==> config.mk <==
export PLATFORM = sky130hd
export DESIGN_NAME = affine_loop_controller
export DESIGN_NICKNAME = d
export VERILOG_FILES = /design/src/rtl/clockwork_ctrl_pkg.sv /design/src/rtl/loop_level_counter.sv /design/src/rtl/affine_loop_controller.sv
export SDC_FILE = /design/constraint.sdc
export NUM_CORES = 1
export LEC_CHECK = 0
export ABC_AREA = 1
export BUFFER_PORTS_ARGS = -buffer_cell sky130_fd_sc_hd__clkbuf_2
export CAP_MARGIN = 20
export CORE_MARGIN = 2
export CORE_UTILIZATION = 69
export CTS_BUF_LIST = sky130_fd_sc_hd__clkbuf_8
export CTS_CLUSTER_DIAMETER = 150
export CTS_CLUSTER_SIZE = 30
export DETAILED_ROUTE_END_ITERATION = 8
export PLACE_DENSITY = 0.88
export SYNTH_ARGS = -nofsm -noshare
export SYNTH_HDL_FRONTEND = slang
export SYNTH_HIERARCHICAL = 1
export SYNTH_SLANG_ARGS = --single-unit
==> constraint.sdc <==
create_clock -name clk -period 5.9 [get_ports clk]
set_input_delay 1.18 -clock clk [delete_from_list [all_inputs] [get_ports clk]]
set_output_delay 1.18 -clock clk [all_outputs]
set_load 0.02 [all_outputs]
==> src/rtl/clockwork_ctrl_pkg.sv <==
// Shared types and widths for the affine loop controller.
//   ctrl_state_t : controller FSM states (IDLE, WAIT, RUN, DONE)
//   CTRL_WIDTH   : default width of each loop index / extent
//   ctrl_var_t   : one loop index at the default width
//   DELAY_WIDTH  : width of the start-delay counter
package clockwork_ctrl_pkg;

  localparam int unsigned CTRL_WIDTH  = 16;
  localparam int unsigned DELAY_WIDTH = 32;

  typedef logic [CTRL_WIDTH-1:0] ctrl_var_t;

  typedef enum logic [1:0] {
    IDLE = 2'd0,
    WAIT = 2'd1,
    RUN  = 2'd2,
    DONE = 2'd3
  } ctrl_state_t;

endpackage

==> src/rtl/loop_level_counter.sv <==
// One level of the loop nest: counts 0..extent-1 and wraps.
//   clk, rst : clock, async active-high reset
//   clr      : synchronous clear to zero (schedule restart)
//   inc      : advance this level by one
//   extent   : trip count of this level
//   value    : current index (registered)
//   wrap     : combinational carry out, high when inc hits the last index
module loop_level_counter
  import clockwork_ctrl_pkg::*;
#(
  parameter int unsigned WIDTH = CTRL_WIDTH
) (
  input  logic             clk,
  input  logic             rst,
  input  logic             clr,
  input  logic             inc,
  input  logic [WIDTH-1:0] extent,
  output logic [WIDTH-1:0] value,
  output logic             wrap
);

  // Extent 1 sits permanently at its wrap point, so carries pass straight through.
  assign wrap = inc && (value == extent - WIDTH'(1));

  always_ff @(posedge clk or posedge rst) begin
    if (rst) begin
      value <= '0;
    end else if (clr) begin
      value <= '0;
    end else if (inc) begin
      value <= wrap ? '0 : value + WIDTH'(1);
    end
  end

endmodule

==> src/rtl/affine_loop_controller.sv <==
// Iteration schedule generator for one compute op: after a start delay,
// walks a rectangular DIM-level loop nest issuing one strobe every II cycles.
//   clk, rst  : clock, async active-high reset
//   flush     : synchronous schedule (re)start
//   en        : global stall, 0 freezes all state
//   valid     : iteration strobe (registered)
//   ctrl_vars : loop indices, index 0 outermost (registered)
//   done      : whole nest issued (registered)
module affine_loop_controller
  import clockwork_ctrl_pkg::*;
#(
  parameter int unsigned WIDTH              = CTRL_WIDTH,
  parameter int unsigned DIM                = 3,
  parameter int unsigned EXTENTS [DIM]      = '{1, 64, 64},
  parameter int unsigned START_DELAY        = 0,
  parameter int unsigned II                 = 1
) (
  input  logic                      clk,
  input  logic                      rst,
  input  logic                      flush,
  input  logic                      en,
  output logic                      valid,
  output logic [DIM-1:0][WIDTH-1:0] ctrl_vars,
  output logic                      done
);

  localparam int unsigned           II_WIDTH   = 8;
  localparam logic [II_WIDTH-1:0]   II_LAST    = II_WIDTH'(II - 1);
  localparam logic [DELAY_WIDTH-1:0] DELAY_INIT = DELAY_WIDTH'(START_DELAY);

  // Elaboration-time parameter sanity.
  if (DIM < 1) begin : g_bad_dim
    $error("affine_loop_controller: DIM must be >= 1");
  end
  if (II == 0 || II > 255) begin : g_bad_ii
    $error("affine_loop_controller: II must be in 1..255");
  end

  ctrl_state_t                state;
  logic [DELAY_WIDTH-1:0]     delay_cnt;
  logic [II_WIDTH-1:0]        ii_cnt;
  logic [DIM-1:0][WIDTH-1:0]  idx;
  logic [DIM-1:0]             inc;
  logic [DIM-1:0]             wrap;
  logic                       strobe;
  logic                       last;

  // An iteration issues on this edge; flush suppresses it.
  assign strobe = (state == RUN) && (ii_cnt == '0) && en && !flush;
  // Every level wrapping at once means the final iteration of the nest.
  assign last   = wrap[0];

  // Odometer: innermost level steps on the strobe, outer levels on inner carry.
  for (genvar k = 0; k < DIM; k++) begin : g_level
    if (EXTENTS[k] == 0 || 64'(EXTENTS[k]) >= (64'(1) << WIDTH)) begin : g_bad_extent
      $error("affine_loop_controller: EXTENTS[%0d] out of range", k);
    end

    if (k == DIM - 1) begin : g_inner
      assign inc[k] = strobe;
    end else begin : g_outer
      assign inc[k] = wrap[k+1];
    end

    loop_level_counter #(
      .WIDTH (WIDTH)
    ) u_level (
      .clk    (clk),
      .rst    (rst),
      .clr    (flush),
      .inc    (inc[k]),
      .extent (WIDTH'(EXTENTS[k])),
      .value  (idx[k]),
      .wrap   (wrap[k])
    );
  end

  // Controller FSM with registered outputs.
  always_ff @(posedge clk or posedge rst) begin
    if (rst) begin
      state     <= IDLE;
      delay_cnt <= '0;
      ii_cnt    <= '0;
      valid     <= 1'b0;
      done      <= 1'b0;
      ctrl_vars <= '0;
    end else if (flush) begin
      valid     <= 1'b0;
      done      <= 1'b0;
      ctrl_vars <= '0;
      ii_cnt    <= '0;
      delay_cnt <= DELAY_INIT;
      state     <= (DELAY_INIT == '0) ? RUN : WAIT;
    end else if (en) begin
      valid <= 1'b0;
      case (state)
        IDLE: ;
        WAIT: begin
          if (delay_cnt == DELAY_WIDTH'(1)) begin
            state  <= RUN;
            ii_cnt <= '0;
          end else begin
            delay_cnt <= delay_cnt - DELAY_WIDTH'(1);
          end
        end
        RUN: begin
          if (ii_cnt == '0) begin
            valid     <= 1'b1;
            ctrl_vars <= idx;
            if (last) begin
              state <= DONE;
            end
          end
          ii_cnt <= (ii_cnt == II_LAST) ? '0 : ii_cnt + II_WIDTH'(1);
        end
        DONE: begin
          done      <= 1'b1;
          ctrl_vars <= '0;
        end
        default: state <= IDLE;
      endcase
    end else begin
      valid <= 1'b0;
    end
  end

endmodule

==> impl_metrics.csv, run 1 <==
group,metric,value,unit
run_status,outcome,"completed",
cells_and_area,fin_cells,1796,
timing,fmax,0.2227,GHz
setup_path,path_max_fanout,4,
global_routing,globalRouteTotalUtil,31.10,%
clocking,cts_root_buf,"clkbuf_8",
clocking,cts_buffers,17,
synth,syn_inst,1415,
synth,synth_area_leader_cell,"dfrtp_1",
timing,skew,0.02854,ns
power_and_ir_drop,vdd_drop_max,0.1608,mV
clocking,max-clock-path-buffers,2,
synth,synth_area_per_cell,7.084,µm²
synth,ys_types,42,
timing,setup_viol,0,
drt,vias_per_cell,5.180,
setup_path,criticalPathCategory,"in2reg",
synth,synth_warnings,6,
die,die_x,124.5,µm
die,pin_count,54,
die,die_area,0.01551,mm²
setup_path,cp.arrival,4.84,ns
die,die_h,124.5,µm
power_and_ir_drop,internal-power,0.001699,W
job,max_cap_viol_count,0,
setup_path,cp_top_family,"simple AND/OR/NAND/NOR gates",
power_and_ir_drop,sw_frac_of_total,39.70,%
synth,syn-cell-area,0.01002,mm²
synth,ys_seq_elements,140,
clocking,cts_resized,0,
place,port_buffers,53,
place,placed_area,0.01084,mm²
timing,fin_tns_setup,0,ns
timing,tightest_slew,1.076,ns
global_routing,grt_first_pass_wirelength,40100,µm
drt,ant_nets,0,
clocking,cts_sinks,140,
place,hpwl,16870,µm
power_and_ir_drop,combPwrFrac,31.4,%
setup_path,slowest_delay,0.38,ns
drt,wirelength,23560,µm
die,rows,44,
cells_and_area,stdcell_area,0.01128,mm²
drt,dr_total_vias,9304,
global_routing,grt_pass1_vias,8871,
clocking,clk_pin_slew_worst_paths,0.08,ns
power_and_ir_drop,power.leakage,5.785,nW
power_and_ir_drop,power_switching,0.001119,W
timing,slew_violations,0,
setup_path,required,6.25,ns
power_and_ir_drop,p_per_area,249.7,mW/mm²
clocking,cts_tree,"yes",
clocking,ctsHoldBuffers,0,
synth,synth_top_area_share,34.95,%
power_and_ir_drop,pwr-share-clk,29.1,%
die,design.core.area,0.01437,mm²
clocking,cts_max_level,4,
power_and_ir_drop,power,0.002817,W
cells_and_area,fin_nets,1613,
setup_path,crit_slowest_cell,"nor3_1",
timing,slew_headroom,27.97,%
timing,period_minus_slack,4.490,ns
synth,ys_seq_area_share,34.95,%
timing,rsz0062_at_grt,"no",
global_routing,grt_max_degree,73,
setup_path,cp-start-kind,"input pin",
power_and_ir_drop,seq_power_share,39.5,%
synth,synthTopCellsByArea,"dfrtp_1 (35%), nand2_1 (14%), nand3_1 (6.7%)",
cells_and_area,fin_util,78.52,%
drt,dr.pass1.iters,5,
place,place_congestion,0.9721,
setup_path,crit_buf_inv,7,
hold_path,hold_path.class,"reg2reg",
clocking,clkLatencyLatePin,0.47,ns
cells_and_area,area_growth,12.56,%
cells_and_area,drive_gt1_share,13.09,%
drt,post_drt_wl_per_cell,13.12,µm
setup_path,crit_path_end_kind,"flop",
die,start_util,69.76,%
drt,drt_first_iter_violations,684,
drt,drc,0,
global_routing,antenna_found_initial,1,
place,placed_cells,1761,
cells_and_area,antenna_cells,0,
timing,finalHoldViolCount,0,
clocking,cts_setup_buffers,0,
global_routing,gr-total-overflow,0,
timing,period_share,76.10,%
[path summary, 6_finish.rpt]
| check | endpoint | from | slack (ns) | cells past startpoint |
|---|---|---|---|---|
| max | state[0] | flush | 1.41 | 31 |
| min | ctrl_vars[25] | ctrl_vars[25] | 0.53 | 2 |
| max reg2reg | state[0] | ii_cnt[0] | 1.45 | 31 |
| min reg2reg | ctrl_vars[25] | ctrl_vars[25] | 0.53 | 2 |
| max in group asynchronous | delay_cnt[7] | rst | 3.94 | 3 |
| min in group asynchronous | ctrl_vars[3] | rst | 0.72 | 2 |
[stage by stage]
step / worst slack, ns / hold slack (ns)
finish: 1.410 / 0.5262
global placement: 1.228 / 0.4908
detailed placement: 1.065 / 0.5145
floorplan: 1.583 / 0.4746
CTS: 1.534 / 0.5279
global route: 0.9240 / 0.5431
[worst min-delay path: cells and delay by family, from the launching register on]
kind            cells  cell delay (ns)
compound gates      1             0.06
flops               1             0.38
buf+inv             1             0.05
[metal layers]
layer  global-route usage [%]  vias to the layer above  wire length (µm)
met1                    39.70                     4267             10100
met5                        0                        -                 0
met4                    11.04                        0               689
met2                    52.91                      276             11580
li1                         -                     4699                 -
met3                    6.057                       62              1189
[cells in the mapped netlist, drive strengths merged]
cell    number
a21oi       10
and2         4
buf         26
clkbuf      17
conb         2
dfrtp      140
ha          10
inv        175
nand2      404
nand2b       1
nand3      150
nand3b      13
nand4       41
nor2       195
nor3        10
nor4         2
o21a         1
o21ai      111
o21bai       3
or2          5
xnor2       29
xor2        66
[layout make-up]
class | instances | area, µm²
well taps | 184 | 230.2
clock inverters | 15 | 176.4
clock buffers | 17 | 234.0
fillers | 1043 | 3087
flip-flops and latches | 140 | 3503
repair buffers | 62 | 340.3
multi-input cells | 1203 | 6138
inverters | 175 | 659.4
[cell families (layout without fill, tap and decap cells)]
family | count (synthesis) | after routing | synth area share (%)
AOI/OAI and AO/OA | 125 | 125 | 7.689
other | 2 | 148 | 0.07492
xor gates and xnor gates | 95 | 95 | 8.301
and+or+nand+nor | 825 | 825 | 38.35
buffers and inverters | 218 | 269 | 9.387
adders and majority gates | 10 | 10 | 1.248
DFF | 140 | 140 | 34.95
[cells in the final DEF, fill, tap and decap left out, types with 29 or more instances in the layout]
cell	n
nand4_1	38
clkbuf_2	53
xnor2_1	29
dfrtp_1	140
conb_1	148
xor2_1	66
nand2_1	387
inv_1	167
o21ai_0	63
nor2_1	156
nand3_1	134
[power by group through the flow]
stage,clock (W),sequential (W),combinational (W)
floorplan,0,0.00111,0.000713
global placement,0,0.00113,0.000841
detailed placement,0,0.00113,0.000859
CTS,0.000829,0.00111,0.000862
global route,0.000872,0.00112,0.00101
finish,0.000821,0.00111,0.000884
[flip-flops by register name, indices dropped and copies added, names as in the netlist]
register,cells
ctrl_vars,48
g_level.u_level/value,48
delay_cnt,32
ii_cnt,8
state,2
done,1
valid,1
No activity file was read; power rests on OpenSTA's default activity.
==> inputs of run 2 (changes only) <==
Settings changed: CORE_UTILIZATION 69 to 64, PLACE_DENSITY 0.88 to 0.82.
Clock period 5.9 ns to 4.4 ns, I/O delays scaled along.
==> impl_metrics.csv, run 2 (same netlist as run 1, synthesis figures left out) <==
group,metric,value,unit
setup_path,crit_slowest_cell,"dfrtp_2",
drt,vias_per_cell,5.086,
timing,period_share,88.84,%
die,rows,45,
cells_and_area,area_growth,13.76,%
global_routing,grt_first_pass_wirelength,39110,µm
global_routing,use_met3,4.624,%
global_routing,grt_util_met2,48.30,%
setup_path,cp.arrival,4.26,ns
timing,tightest_slew,1.092,ns
place,port_buffers,53,
place,placed_cells,1791,
die,start_util,65.69,%
cells_and_area,seqCellArea,0.003506,mm²
die,die_x,129.1,µm
cells_and_area,fin_cells,1827,
drt,ant_nets,0,
power_and_ir_drop,vdd_drop_max,0.2342,mV
clocking,cts_max_level,4,
run_status,outcome,"completed",
cells_and_area,drive_gt1_share,13.74,%
power_and_ir_drop,p_per_area,335.6,mW/mm²
global_routing,grt_pass1_vias,8468,
clocking,clk_pin_slew_worst_paths,0.09,ns
clocking,max-clock-path-buffers,2,
cells_and_area,top_regs,"ctrl_vars x48, g_level.u_level/value x48, delay_cnt x32",
timing,setup_viol,0,
setup_path,required,4.75,ns
timing,slew_violations,0,
drt,dr_total_vias,9293,
timing,rsz0062_at_grt,"no",
job,max_cap_viol_count,0,
cells_and_area,final_cell_mix,"nand2_1 (387), inv_1 (166), nor2_1 (156)",
cells_and_area,antenna_cells,0,
cells_and_area,fin_nets,1617,
setup_path,path_common_cell,"nand3_1",
place,place_congestion,0.8990,
place,hpwl,16910,µm
cells_and_area,num-fill-cells,1189,
cells_and_area,layout_commonest_cell,"nand2_1",
timing,period_minus_slack,3.909,ns
setup_path,path_max_fanout,4,
setup_path,cp-start-kind,"flop",
power_and_ir_drop,power.leakage,5.815,nW
die,die_area,0.01668,mm²
setup_path,slowest_delay,0.43,ns
setup_path,criticalPathCategory,"reg2reg",
clocking,cts_sinks,140,
timing,slew_headroom,26.92,%
timing,finalHoldViolCount,0,
global_routing,top_usage_layer,"met2",
drt,drc,0,
setup_path,crit_path_end_kind,"flop",
hold_path,hold_path.class,"reg2reg",
cells_and_area,multi_input_comb_area,0.006170,mm²
global_routing,grt_max_degree,74,
die,design.core.area,0.01526,mm²
global_routing,globalRouteTotalUtil,28.89,%
drt,wirelength,23140,µm
clocking,clkLatencyLatePin,0.46,ns
timing,skew,0.01096,ns
timing,fmax,0.2558,GHz
global_routing,antenna_found_initial,0,
die,die_h,129.1,µm
timing,fin_tns_setup,0,ns
drt,dr.pass1.iters,5,
clocking,ctsHoldBuffers,0,
drt,drt_first_iter_violations,636,
global_routing,gr-total-overflow,0,
clocking,cts_tree,"yes",
clocking,cts_buffers,17,
global_routing,grtUsageMet1,38.48,%
drt,post_drt_wl_per_cell,12.67,µm
clocking,cts_root_buf,"clkbuf_8",
die,pin_count,54,
run 2: final timing paths:
path | end | from | cells after the start | slack [ns]
worst max-delay path | state[0] | ii_cnt[0] | 31 | 0.49
worst min-delay path | done | done | 1 | 0.50
worst max register to register | state[0] | ii_cnt[0] | 31 | 0.49
worst min register to register | done | done | 1 | 0.50
max in group asynchronous | ctrl_vars[34] | rst | 3 | 2.87
min in group asynchronous | g_level[2].u_level/value[14] | rst | 2 | 0.59
run 2: repair_timing:
item                       4_1_cts  5_1_grt
setup buffers                    0        1
setup endpoints to repair        0       17
gates resized for setup          0       10
run 2: final cells by class:
type	count	share of cell area, %
tap	211	2.315
timing repair buffer	66	3.358
clock buffer	17	2.052
sequential	140	30.75
clock inverter	15	1.635
multi-input combinational	1203	54.11
inverter	175	5.783
run 2: per-stage QoR:
stage	power [W]	util, %	area (µm²)	worst slack, ns	hold slack, ns
3_3_place_gp	0.002648	71.50	10910	0.1122	0.4743
5_1_grt	0.004067	74.73	11400	0.01317	0.5487
2_1_floorplan	0.002444	-	10570	0.3831	0.4746
3_5_place_dp	0.002671	71.50	10910	-0.03226	0.4880
6_report	0.003827	74.73	11400	0.4911	0.5019
4_1_cts	0.003794	74.26	11330	0.2359	0.5066
run 2: layer usage:
metal / share of wire [%] / up-vias / wire [µm]
met1: 45 / 4287 / 10340
met5: 0 / - / 0
met4: 1.9 / 0 / 429
met2: 48 / 262 / 11170
li1: - / 4703 / -
met3: 5.1 / 41 / 1190
run 2: power breakdown:
group	leakage, nW	internal (W)	total, W	switching [W]
logic	3.67	0.000382	0.00121	0.000827
registers	1.93	0.00137	0.00149	0.000115
clock network	0.211	0.000569	0.00113	0.000560
total	5.81	0.00232	0.00383	0.00150
run 2: critical path, delay by kind of cell (launching register included):
family                   cells  cell delay [ns]
AND/OR/NAND/NOR             19             2.08
buffers and inverters        6             0.46
adder cells (fa/ha/maj)      1             0.20
flip-flops                   1             0.43
AO/OA/AOI/OAI                5             0.64
